[src/rtl/hazard_ctrl_pkg.sv]
// Shared definitions for the pipeline hazard controller: the memory-wait
// FSM state type and the default widths used by the top and its counters.
package hazard_ctrl_pkg;

    // Default register-index width (16 architectural registers).
    localparam int DEF_REG_W       = 4;
    // Default statistics counter width.
    localparam int DEF_CNT_W       = 16;
    // Default number of MEM_WAIT cycles tolerated before flagging an error.
    localparam int DEF_MEM_TIMEOUT = 64;

    // RUN: pipeline flows normally, MEM_WAIT: a MEM-stage access is outstanding.
    typedef enum logic {
        RUN      = 1'b0,
        MEM_WAIT = 1'b1
    } hz_state_e;

    // Width needed to hold a wait count in the range 0 .. timeout-1.
    function automatic int wait_cnt_width(input int timeout);
        return (timeout > 2) ? $clog2(timeout) : 1;
    endfunction

endpackage : hazard_ctrl_pkg

[src/rtl/hazard_ctrl_sat_counter.sv]
// Saturating event counter with synchronous clear. Holds at all-ones
// instead of wrapping so a long-running statistic never reads as small.
module sat_counter
    import hazard_ctrl_pkg::*;
#(
    parameter int CNT_W = DEF_CNT_W
) (
    input  logic             clk,
    input  logic             rst,
    input  logic             i_inc,
    input  logic             i_clr,
    output logic [CNT_W-1:0] o_count
);

    logic [CNT_W-1:0] r_count;
    logic             w_full;

    assign w_full  = (r_count == {CNT_W{1'b1}});
    assign o_count = r_count;

    // Count qualifying events; clear has priority over a same-cycle increment.
    always_ff @(posedge clk or negedge rst) begin
        // NOTE: registered state is written with non-blocking assignments so
        // every flop samples pre-edge values regardless of statement order.
        if (!rst) begin
            r_count <= '0;
        end else if (i_clr) begin
            r_count <= '0;
        end else if (i_inc && !w_full) begin
            r_count <= r_count + CNT_W'(1);
        end
    end

endmodule : sat_counter

[src/rtl/hazard_ctrl.sv]
// Pipeline hazard controller. Decides each cycle, combinationally, whether
// the front end must freeze or flush because of an outstanding memory
// access, a taken branch resolved in EXE, or a data hazard against an
// in-flight writer. A two-state FSM tracks memory waits and enforces a
// timeout; three saturating counters keep event statistics.
module hazard_ctrl
    import hazard_ctrl_pkg::*;
#(
    parameter int REG_W       = DEF_REG_W,
    parameter int CNT_W       = DEF_CNT_W,
    parameter int MEM_TIMEOUT = DEF_MEM_TIMEOUT
) (
    input  logic             clk,
    input  logic             rst,
    // ID-stage sources
    input  logic [REG_W-1:0] src1_ID,
    input  logic [REG_W-1:0] src2_ID,
    input  logic             use_src1_ID,
    input  logic             two_src_ID,
    // in-flight writers
    input  logic [REG_W-1:0] dest_EXE,
    input  logic [REG_W-1:0] dest_MEM,
    input  logic             wb_en_EXE,
    input  logic             wb_en_MEM,
    input  logic             mem_r_en_EXE,
    input  logic             forward_en,
    // control flow and memory
    input  logic             branch_taken_EXE,
    input  logic             mem_req_MEM,
    input  logic             mem_ready,
    input  logic             clr_stats,
    // pipeline control
    output logic             freeze_IF,
    output logic             flush_IF,
    output logic             flush_ID,
    output logic             freeze_all,
    // status
    output logic             mem_err,
    output logic [CNT_W-1:0] stall_cnt,
    output logic [CNT_W-1:0] flush_cnt,
    output logic [CNT_W-1:0] memwait_cnt
);

    localparam int               WAIT_W    = wait_cnt_width(MEM_TIMEOUT);
    // Value of the wait counter during the last MEM_WAIT cycle allowed; if
    // memory is still not ready then, the wait is abandoned.
    localparam logic [WAIT_W-1:0] WAIT_LAST = WAIT_W'(MEM_TIMEOUT - 1);

    hz_state_e         r_state;
    logic [WAIT_W-1:0] r_wait_cnt;
    logic              r_mem_err;

    logic w_match_exe;
    logic w_match_mem;
    logic w_hazard;
    logic w_in_wait;
    logic w_timeout;
    logic w_mem_stall;
    logic w_branch_flush;
    logic w_hazard_only;

    // ------------------------------------------------------------------
    // Data-hazard detection
    // ------------------------------------------------------------------
    assign w_match_exe = (use_src1_ID && (src1_ID == dest_EXE)) ||
                         (two_src_ID  && (src2_ID == dest_EXE));
    assign w_match_mem = (use_src1_ID && (src1_ID == dest_MEM)) ||
                         (two_src_ID  && (src2_ID == dest_MEM));

    // With forwarding, only a load in EXE cannot be bypassed in time;
    // without it, any pending writer to a needed source must drain first.
    always_comb begin
        // NOTE: every signal written here gets a default first so no latch
        // is inferred on any path through the branches below.
        w_hazard = 1'b0;
        if (forward_en) begin
            w_hazard = mem_r_en_EXE && wb_en_EXE && w_match_exe;
        end else begin
            w_hazard = (wb_en_EXE && w_match_exe) || (wb_en_MEM && w_match_mem);
        end
    end

    // ------------------------------------------------------------------
    // Memory stall and timeout
    // ------------------------------------------------------------------
    assign w_in_wait = (r_state == MEM_WAIT);

    // On the final permitted wait cycle with memory still busy, the freeze
    // is dropped in that same cycle and the FSM heads back to RUN.
    assign w_timeout = w_in_wait && !mem_ready && (r_wait_cnt == WAIT_LAST);

    // An access completing in the same cycle it is issued never stalls.
    assign w_mem_stall = w_in_wait ? (!mem_ready && !w_timeout)
                                   : (mem_req_MEM && !mem_ready);

    // A taken branch is ignored while memory stalls; it sits frozen in EXE
    // and takes effect on the first unfrozen cycle.
    assign w_branch_flush = branch_taken_EXE && !w_mem_stall;
    assign w_hazard_only  = w_hazard && !w_mem_stall && !branch_taken_EXE;

    // ------------------------------------------------------------------
    // Pipeline control outputs (priority: mem stall > branch > hazard)
    // ------------------------------------------------------------------

    // Resolve the three stall/flush causes into the four control lines.
    always_comb begin
        freeze_IF  = 1'b0;
        flush_IF   = 1'b0;
        flush_ID   = 1'b0;
        freeze_all = 1'b0;
        if (w_mem_stall) begin
            freeze_all = 1'b1;
            freeze_IF  = 1'b1;
        end else if (w_branch_flush) begin
            // IF/ID honours freeze over flush, so freeze_IF must stay low.
            flush_IF = 1'b1;
            flush_ID = 1'b1;
        end else if (w_hazard_only) begin
            freeze_IF = 1'b1;
            flush_ID  = 1'b1;
        end
    end

    // ------------------------------------------------------------------
    // Memory-wait FSM, wait counter and sticky error flag
    // ------------------------------------------------------------------

    // Track outstanding memory accesses and raise mem_err on timeout.
    always_ff @(posedge clk or negedge rst) begin
        if (!rst) begin
            r_state    <= RUN;
            r_wait_cnt <= '0;
            r_mem_err  <= 1'b0;
        end else begin
            case (r_state)
                RUN: begin
                    r_wait_cnt <= '0;
                    if (mem_req_MEM && !mem_ready) begin
                        r_state <= MEM_WAIT;
                    end
                end
                MEM_WAIT: begin
                    if (mem_ready || w_timeout) begin
                        r_state    <= RUN;
                        r_wait_cnt <= '0;
                    end else begin
                        r_wait_cnt <= r_wait_cnt + WAIT_W'(1);
                    end
                end
                default: begin
                    r_state    <= RUN;
                    r_wait_cnt <= '0;
                end
            endcase

            // Clearing the statistics also clears the error, even if a
            // timeout fires in the same cycle.
            if (clr_stats) begin
                r_mem_err <= 1'b0;
            end else if (w_timeout) begin
                r_mem_err <= 1'b1;
            end
        end
    end

    assign mem_err = r_mem_err;

    // ------------------------------------------------------------------
    // Statistics
    // ------------------------------------------------------------------
    sat_counter #(.CNT_W(CNT_W)) u_stall_cnt (
        .clk     (clk),
        .rst     (rst),
        .i_inc   (w_hazard_only),
        .i_clr   (clr_stats),
        .o_count (stall_cnt)
    );

    sat_counter #(.CNT_W(CNT_W)) u_flush_cnt (
        .clk     (clk),
        .rst     (rst),
        .i_inc   (w_branch_flush),
        .i_clr   (clr_stats),
        .o_count (flush_cnt)
    );

    sat_counter #(.CNT_W(CNT_W)) u_memwait_cnt (
        .clk     (clk),
        .rst     (rst),
        .i_inc   (w_mem_stall),
        .i_clr   (clr_stats),
        .o_count (memwait_cnt)
    );

endmodule : hazard_ctrl

[config.mk]
export PLATFORM = sky130hd
export DESIGN_NAME = hazard_ctrl
export DESIGN_NICKNAME = d
export VERILOG_FILES = /design/src/rtl/hazard_ctrl_pkg.sv /design/src/rtl/hazard_ctrl_sat_counter.sv /design/src/rtl/hazard_ctrl.sv
export SDC_FILE = /design/constraint.sdc
export NUM_CORES = 1
export LEC_CHECK = 0
export ABC_CLOCK_PERIOD_IN_PS = 4360
export CAP_MARGIN = 20
export CORE_MARGIN = 8
export CORE_UTILIZATION = 36
export CTS_CLUSTER_DIAMETER = 30
export DETAILED_ROUTE_END_ITERATION = 16
export GPL_TIMING_DRIVEN = 0
export HOLD_SLACK_MARGIN = 0.05
export PLACE_DENSITY_LB_ADDON = 0.15
export SYNTH_ARGS = -nofsm -noshare
export SYNTH_HDL_FRONTEND = slang
export SYNTH_SLANG_ARGS = --single-unit
[constraint.sdc]
create_clock -name clk -period 4.36 [get_ports clk]
set_clock_uncertainty 0.2 [all_clocks]
set_input_delay 0.654 -clock clk [delete_from_list [all_inputs] [get_ports clk]]
set_output_delay 0.654 -clock clk [all_outputs]
set_load 0.02 [all_outputs]
; Yosys cells after proc, flatten, opt, wreduce, memory -nomap -nowiden
; Cells that the tools add are included.
[op_classes]
n_addsub = 4
eq_ne = 8
muxes = 23
n_bitwise = 1
n_reduce_logical = 33
[op_table]
columns = cell, n
row1 = $mux W16, 6
row2 = $add A16 B1 Y16 const B, 3
row3 = $eq A16 B16 Y1 const B, 3
row4 = $logic_and A1 B1 Y1, 18
row5 = $eq A4 B4 Y1, 4
row6 = $mux W1, 14
row7 = $pmux W6 S2, 1
row8 = $reduce_bool A2 Y1, 4
row9 = $logic_not A1 Y1, 7
row10 = $add A6 B1 Y6 const B, 1
row11 = $eq A6 B6 Y1 const B, 1
row12 = $mux W6, 1
row13 = $logic_or A1 B1 Y1, 4
row14 = $pmux W1 S2, 1
row15 = $not A1 Y1, 1
[word_totals]
regBits = 56
in_bits = 28
output_inout_bits = 53
elab_cells = 75

; Logic depth before layout (Yosys ltp)
[logic_depth]
depth_word = 12
ltp_mapped = 8
mapped_depth_nobuf = 8

; Modules after synthesis
; Synthesis repeated with hierarchy kept, for this count alone.
[unflattened]
hier_cells = 375
hier_area_um2 = 3550.9
[by_module_without_submodules]
columns = mod, n_inst, cells_each, area_per_inst_um2, seq_area_each_um2
row1 = sat_counter, 3, 103, 980.9, 400.4
row2 = hazard_ctrl, 1, 66, 608.1, 200.2

; Least setup slack after synthesis
; Ideal clock, no wire load.
[synth_timing]
kind = input to output
from = input forward_en
to = output freeze_IF
arrival_ns = 2.136
slack_ns = 1.370
cell_stages = 7
n_path_buf = 2
path_cell_list = inv_1 o21ai_0 nor3_1 nor4_2 buf_2 buf_2 o21ai_0
[synth_between]
elab_chain_cells = 6
[synth_rtl]
columns = item, line
row1 = start: declaration, hazard_ctrl.sv:26  ; input logic forward_en,
row2 = $mux W1, hazard_ctrl.sv:76  ; if (forward_en) begin
row3 = $logic_and A1 B1 Y1 (2 in series), hazard_ctrl.sv:99  ; assign w_hazard_only = w_hazard && !w_mem_stall && !branch_taken_EXE;
row4 = $mux W1, hazard_ctrl.sv:118  ; end else if (w_hazard_only) begin
row5 = $mux W1, hazard_ctrl.sv:114  ; end else if (w_branch_flush) begin
row6 = $mux W1, hazard_ctrl.sv:111  ; if (w_mem_stall) begin
row7 = end: declaration, hazard_ctrl.sv:33  ; output logic freeze_IF,
; Every way passes these cells.

; Worst setup path in the final report
[layout_timing]
from = input dest_MEM[1]
to = output freeze_IF
[layout_between]
elab_chain_cells = 11
word_cells_on_any_way = 13
cone_classes = 2 x eq/ne / 4 x mux / 7 x reduce/logical
[layout_rtl]
columns = item, line
row1 = start: declaration, hazard_ctrl.sv:22  ; input logic [REG_W-1:0] dest_MEM,
row2 = $eq A4 B4 Y1 (on tied branches), "hazard_ctrl.sv:67, hazard_ctrl.sv:68"
row3 = $logic_and A1 B1 Y1 (on tied branches), "hazard_ctrl.sv:67, hazard_ctrl.sv:68"
row4 = $logic_or A1 B1 Y1 *, hazard_ctrl.sv:67  ; assign w_match_mem = (use_src1_ID && (src1_ID == dest_MEM)) ||
row5 = $logic_and A1 B1 Y1 *, hazard_ctrl.sv:79  ; w_hazard = (wb_en_EXE && w_match_exe) || (wb_en_MEM && w_match_mem);
row6 = $logic_or A1 B1 Y1 *, hazard_ctrl.sv:79
row7 = $mux W1 *, hazard_ctrl.sv:76
row8 = $logic_and A1 B1 Y1 * (2 in series), hazard_ctrl.sv:99
row9 = $mux W1 *, hazard_ctrl.sv:118
row10 = $mux W1 *, hazard_ctrl.sv:114
row11 = $mux W1 *, hazard_ctrl.sv:111
; Every way passes the cells marked *; elsewhere a longest branch is shown, timed or not.

==> impl_metrics.env <==
export IMPL_path_buf_inv=4
export IMPL_report_final_setup_viol=0
export IMPL_worstPathCellList="clkdlybuf4s50_1 > xnor2_1 > nand3_1 > nor4_1 > nor4_4 > buf_2 > buf_2 > o21ai_0 > clkdlybuf4s50_1"
export IMPL_design_area_mm2=0.00419
export IMPL_cts_clk_slew_worst_paths_ns=0.10
export IMPL_areaGrowthSynthToFinish_pct=34.1
export IMPL_grt_ovfl_total=0
export IMPL_remaining_max_slew_budget_at_the_tightest_pin=0.502
export IMPL_globalplace_congestion=0.781
export IMPL_io_pins=81
export IMPL_grt_max_degree=33
export IMPL_capturing_element_of_the_worst_setup_path="freeze_IF"
export IMPL_fp_dieArea_mm2=0.0119
export IMPL_whs_ns=0.206
export IMPL_worst_setup_path_start_kind="primary input"
export IMPL_synth_warnings=0
export IMPL_worstHoldPathType="in -> async"
export IMPL_path_max_fanout=10
export IMPL_tritoncts="yes"
export IMPL_port_buffers=79
export IMPL_postLayoutSetupSlackWorst_ns=0.273
export IMPL_numClockSinks=56
export IMPL_required_ns=3.51
export IMPL_syn_avg_cell_area_um2=9.18
export IMPL_route_detailed_drc=0
export IMPL_cts_root_buf="clkbuf_8"
export IMPL_synth_top_family_by_area="simple AND/OR/NAND/NOR gates"
export IMPL_rsz0062_at_grt="no"
export IMPL_route_vias_total=2765
export IMPL_grt_pass1_vias=2730
export IMPL_max_cap_viol_count=0
export IMPL_postRouteWirelength_um=8080
export IMPL_rows=34
export IMPL_synth_fa_ha_area_frac=0.0160
export IMPL_synth_top_cells_by_area="dfrtp_1 45%, xor2_1 7.3%, nor2_1 6.4%"
export IMPL_syn_nets=372
export IMPL_post_synth_top_area_fraction=0.449
export IMPL_via_per_inst=5.14
export IMPL_postSynthRegisterBits=56
export IMPL_power_density_mw_per_mm2=227
export IMPL_route_antenna_remaining_nets=0
export IMPL_synthFlopType="dfrtp_1"
export IMPL_clockBufferDepth=2
export IMPL_htreeDepth=2
export IMPL_tritoncts_num_buffers=5
export IMPL_post_route_period_util=0.937
export IMPL_timing_critical_path_max_delay_family="buffers and inverters"
export IMPL_synth_largest_area_cell="dfrtp_1"
export IMPL_post_dp_cell_area_mm2=0.00406
export IMPL_ff2ff_setup_slack_ns=1.69
export IMPL_area_of_the_core_mm2=0.00855
export IMPL_grt_use_total=0.137
export IMPL_worst_path_stages=9
export IMPL_leakage_nw=1.64
export IMPL_drive_above_1_share=0.0698
export IMPL_total_power_of_the_final_layout_w=0.000948
export IMPL_number_of_instances_in_the_synthesized_netlist=340
export IMPL_grt_pass1_wl_um=13300
export IMPL_yosys_area_share_simple=0.272
export IMPL_ys_seq_area_frac=0.449
export IMPL_criticalPathCategory="in -> out"
export IMPL_muxShareOfSynthArea=0.0281
export IMPL_wl_per_cell_um=15.0
export IMPL_synthesis_area_mm2=0.00312
export IMPL_final_max_slew_violation_count=0
export IMPL_drtIter0Drc=108
export IMPL_place_ws_ns=-0.0909
export IMPL_initial_antenna_violation_count=0
export IMPL_yosys_cell_types_count=37
export IMPL_hold_violations=0
export IMPL_fmaxAchievable_mhz=245
export IMPL_slowest_delay_ns=0.66
export IMPL_initial_utilization=0.365
export IMPL_worstReg2RegStart="r_wait_cnt[0]"
export IMPL_horizontal_die_dimension_um=109
export IMPL_critical_path_arrival_ns=3.23
export IMPL_worst_r2r_cell_count=8
export IMPL_drt_pass1_iterations=4
export IMPL_crit_path_top_delay_cell="clkdlybuf4s50_1"
export IMPL_filler_cell_count=842
export IMPL_postCtsHoldBufs=0
export IMPL_worst_pin_slew_ns=0.747
export IMPL_post_route_min_period_ns=4.09
export IMPL_startpoint_of_the_most_critical_setup_path="dest_MEM[1]"
export IMPL_layout_nets=462
export IMPL_post_synth_xor_area_fraction=0.123
export IMPL_antenna_diode_count=0
export IMPL_tns_ns=0
export IMPL_synth_edf_count=0
export IMPL_ir_worst_vdd_mv=0.116
export IMPL_clk_latency_ns=0.31
export IMPL_regToRegEndpoint="u_stall_cnt.o_count[8]"
export IMPL_synth_compound_area_share=0.0830
export IMPL_fp_dieH_um=109
export IMPL_postSynth_asyncResetShare=1.00
export IMPL_result_of_the_run="finished clean"
export IMPL_end_kind="output port"
export IMPL_detailed_place_hpwl_um=6090
-- cells by family after synthesis --
group | count (synthesis)
adder cells (fa/ha/maj) | 4
multiplexers | 8
AO/OA/AOI/OAI | 41
AND/OR/NAND/NOR | 166
buffers and inverters | 21
XOR/XNOR | 44
flip-flops | 56
-- worst register-to-register path: cells and delay by family, from the launching register on --
family                   cells  cell delay, ns
flip-flops                   1            0.38
buffers and inverters        1            0.21
multiplexers                 1            0.38
AND/OR/NAND/NOR              3            0.82
adder cells (fa/ha/maj)      1            0.21
AO/OA/AOI/OAI                2            0.37
-- stage by stage --
| stage | utilization | cells |
|---|---|---|
| finish | 0.489 | 538 |
| global route | 0.489 | 538 |
| CTS | 0.487 | 535 |
| detailed placement | 0.475 | 528 |
| global placement | 0.473 | 527 |
| floorplan | - | 340 |
-- metal layers --
metal  vias to the layer above  global-route usage  share of wire
met1                      1330               0.177           0.47
met3                         4              0.0325          0.055
li1                       1377                   -              -
met5                         -                   0              0
met2                        54               0.227           0.47
met4                         0              0.0264         0.0050
-- worst min path at each step --
stage	to	depth (start not counted)
5_1_grt	r_wait_cnt[2]	1
3_3_place_gp	r_wait_cnt[0]	1
2_1_floorplan	mem_err	0
4_1_cts	r_wait_cnt[4]	1
3_5_place_dp	r_wait_cnt[0]	1
6_report	r_wait_cnt[4]	1
-- cell type report --
| class | count | area [um2] | area share |
|---|---|---|---|
| clock buffer | 6 | 82.6 | 0.0197 |
| clock inverter | 1 | 8.76 | 0.00209 |
| multi-input combinational | 263 | 1640 | 0.392 |
| inverter | 9 | 33.8 | 0.00807 |
| buffer | 12 | 56.3 | 0.0135 |
| sequential | 56 | 1400 | 0.335 |
| timing repair buffer | 83 | 828 | 0.198 |
| tap | 108 | 135 | 0.0323 |
-- cell usage after synthesis (all sizes together), types with 2 or more instances --
library cell	count
inv	9
nand3	20
mux2	6
nand2b	2
xor2	26
and4	5
nand2	26
buf	4
clkbuf	8
nand4	12
dfrtp	56
nor2	53
nor3	6
o31ai	8
ha	4
nor4	8
or3	8
and3	6
mux2i	2
nor2b	7
or4	9
o21ai	11
a21oi	17
xnor2	18
-- cells in the final DEF (no fill, tap or decap), drive strengths merged --
cell,instances
or3b,1
a211oi,1
nand2b,2
nand2,26
a21oi,17
mux2,6
or4,9
dfrtp,56
clkdlybuf4s50,78
nor4,8
nand4,12
mux2i,2
nor2b,7
nor4b,1
a311o,1
nor3,6
a41oi,1
clkinv,1
inv,9
and4,5
a21o,1
ha,4
nor2,53
clkbuf,14
buf,9
xor2,26
nor3b,1
and3,6
nand3,20
or3,8
o21ai,11
o2111ai,1
xnor2,18
o31ai,8
or2,1
-- power by group --
group,internal [W],total (W),switching (W)
logic,0.0000549,0.000121,0.0000656
registers,0.000524,0.000529,0.00000542
clock network,0.000127,0.000299,0.000171
total,0.000706,0.000948,0.000242
-- registers in the layout, indices dropped and copies added (netlist names) --
signal                 count
u_flush_cnt.o_count       16
mem_err                    1
u_memwait_cnt.o_count     16
r_wait_cnt                 6
r_state                    1
u_stall_cnt.o_count       16
-- repair_timing --
action                                  4_1_cts  5_1_grt
gates resized for setup                       1        0
pin swaps                                     0        1
setup buffers                                 0        3
endpoints found under the setup margin        2        2
Note: power is estimated with default switching activity, not from simulation.
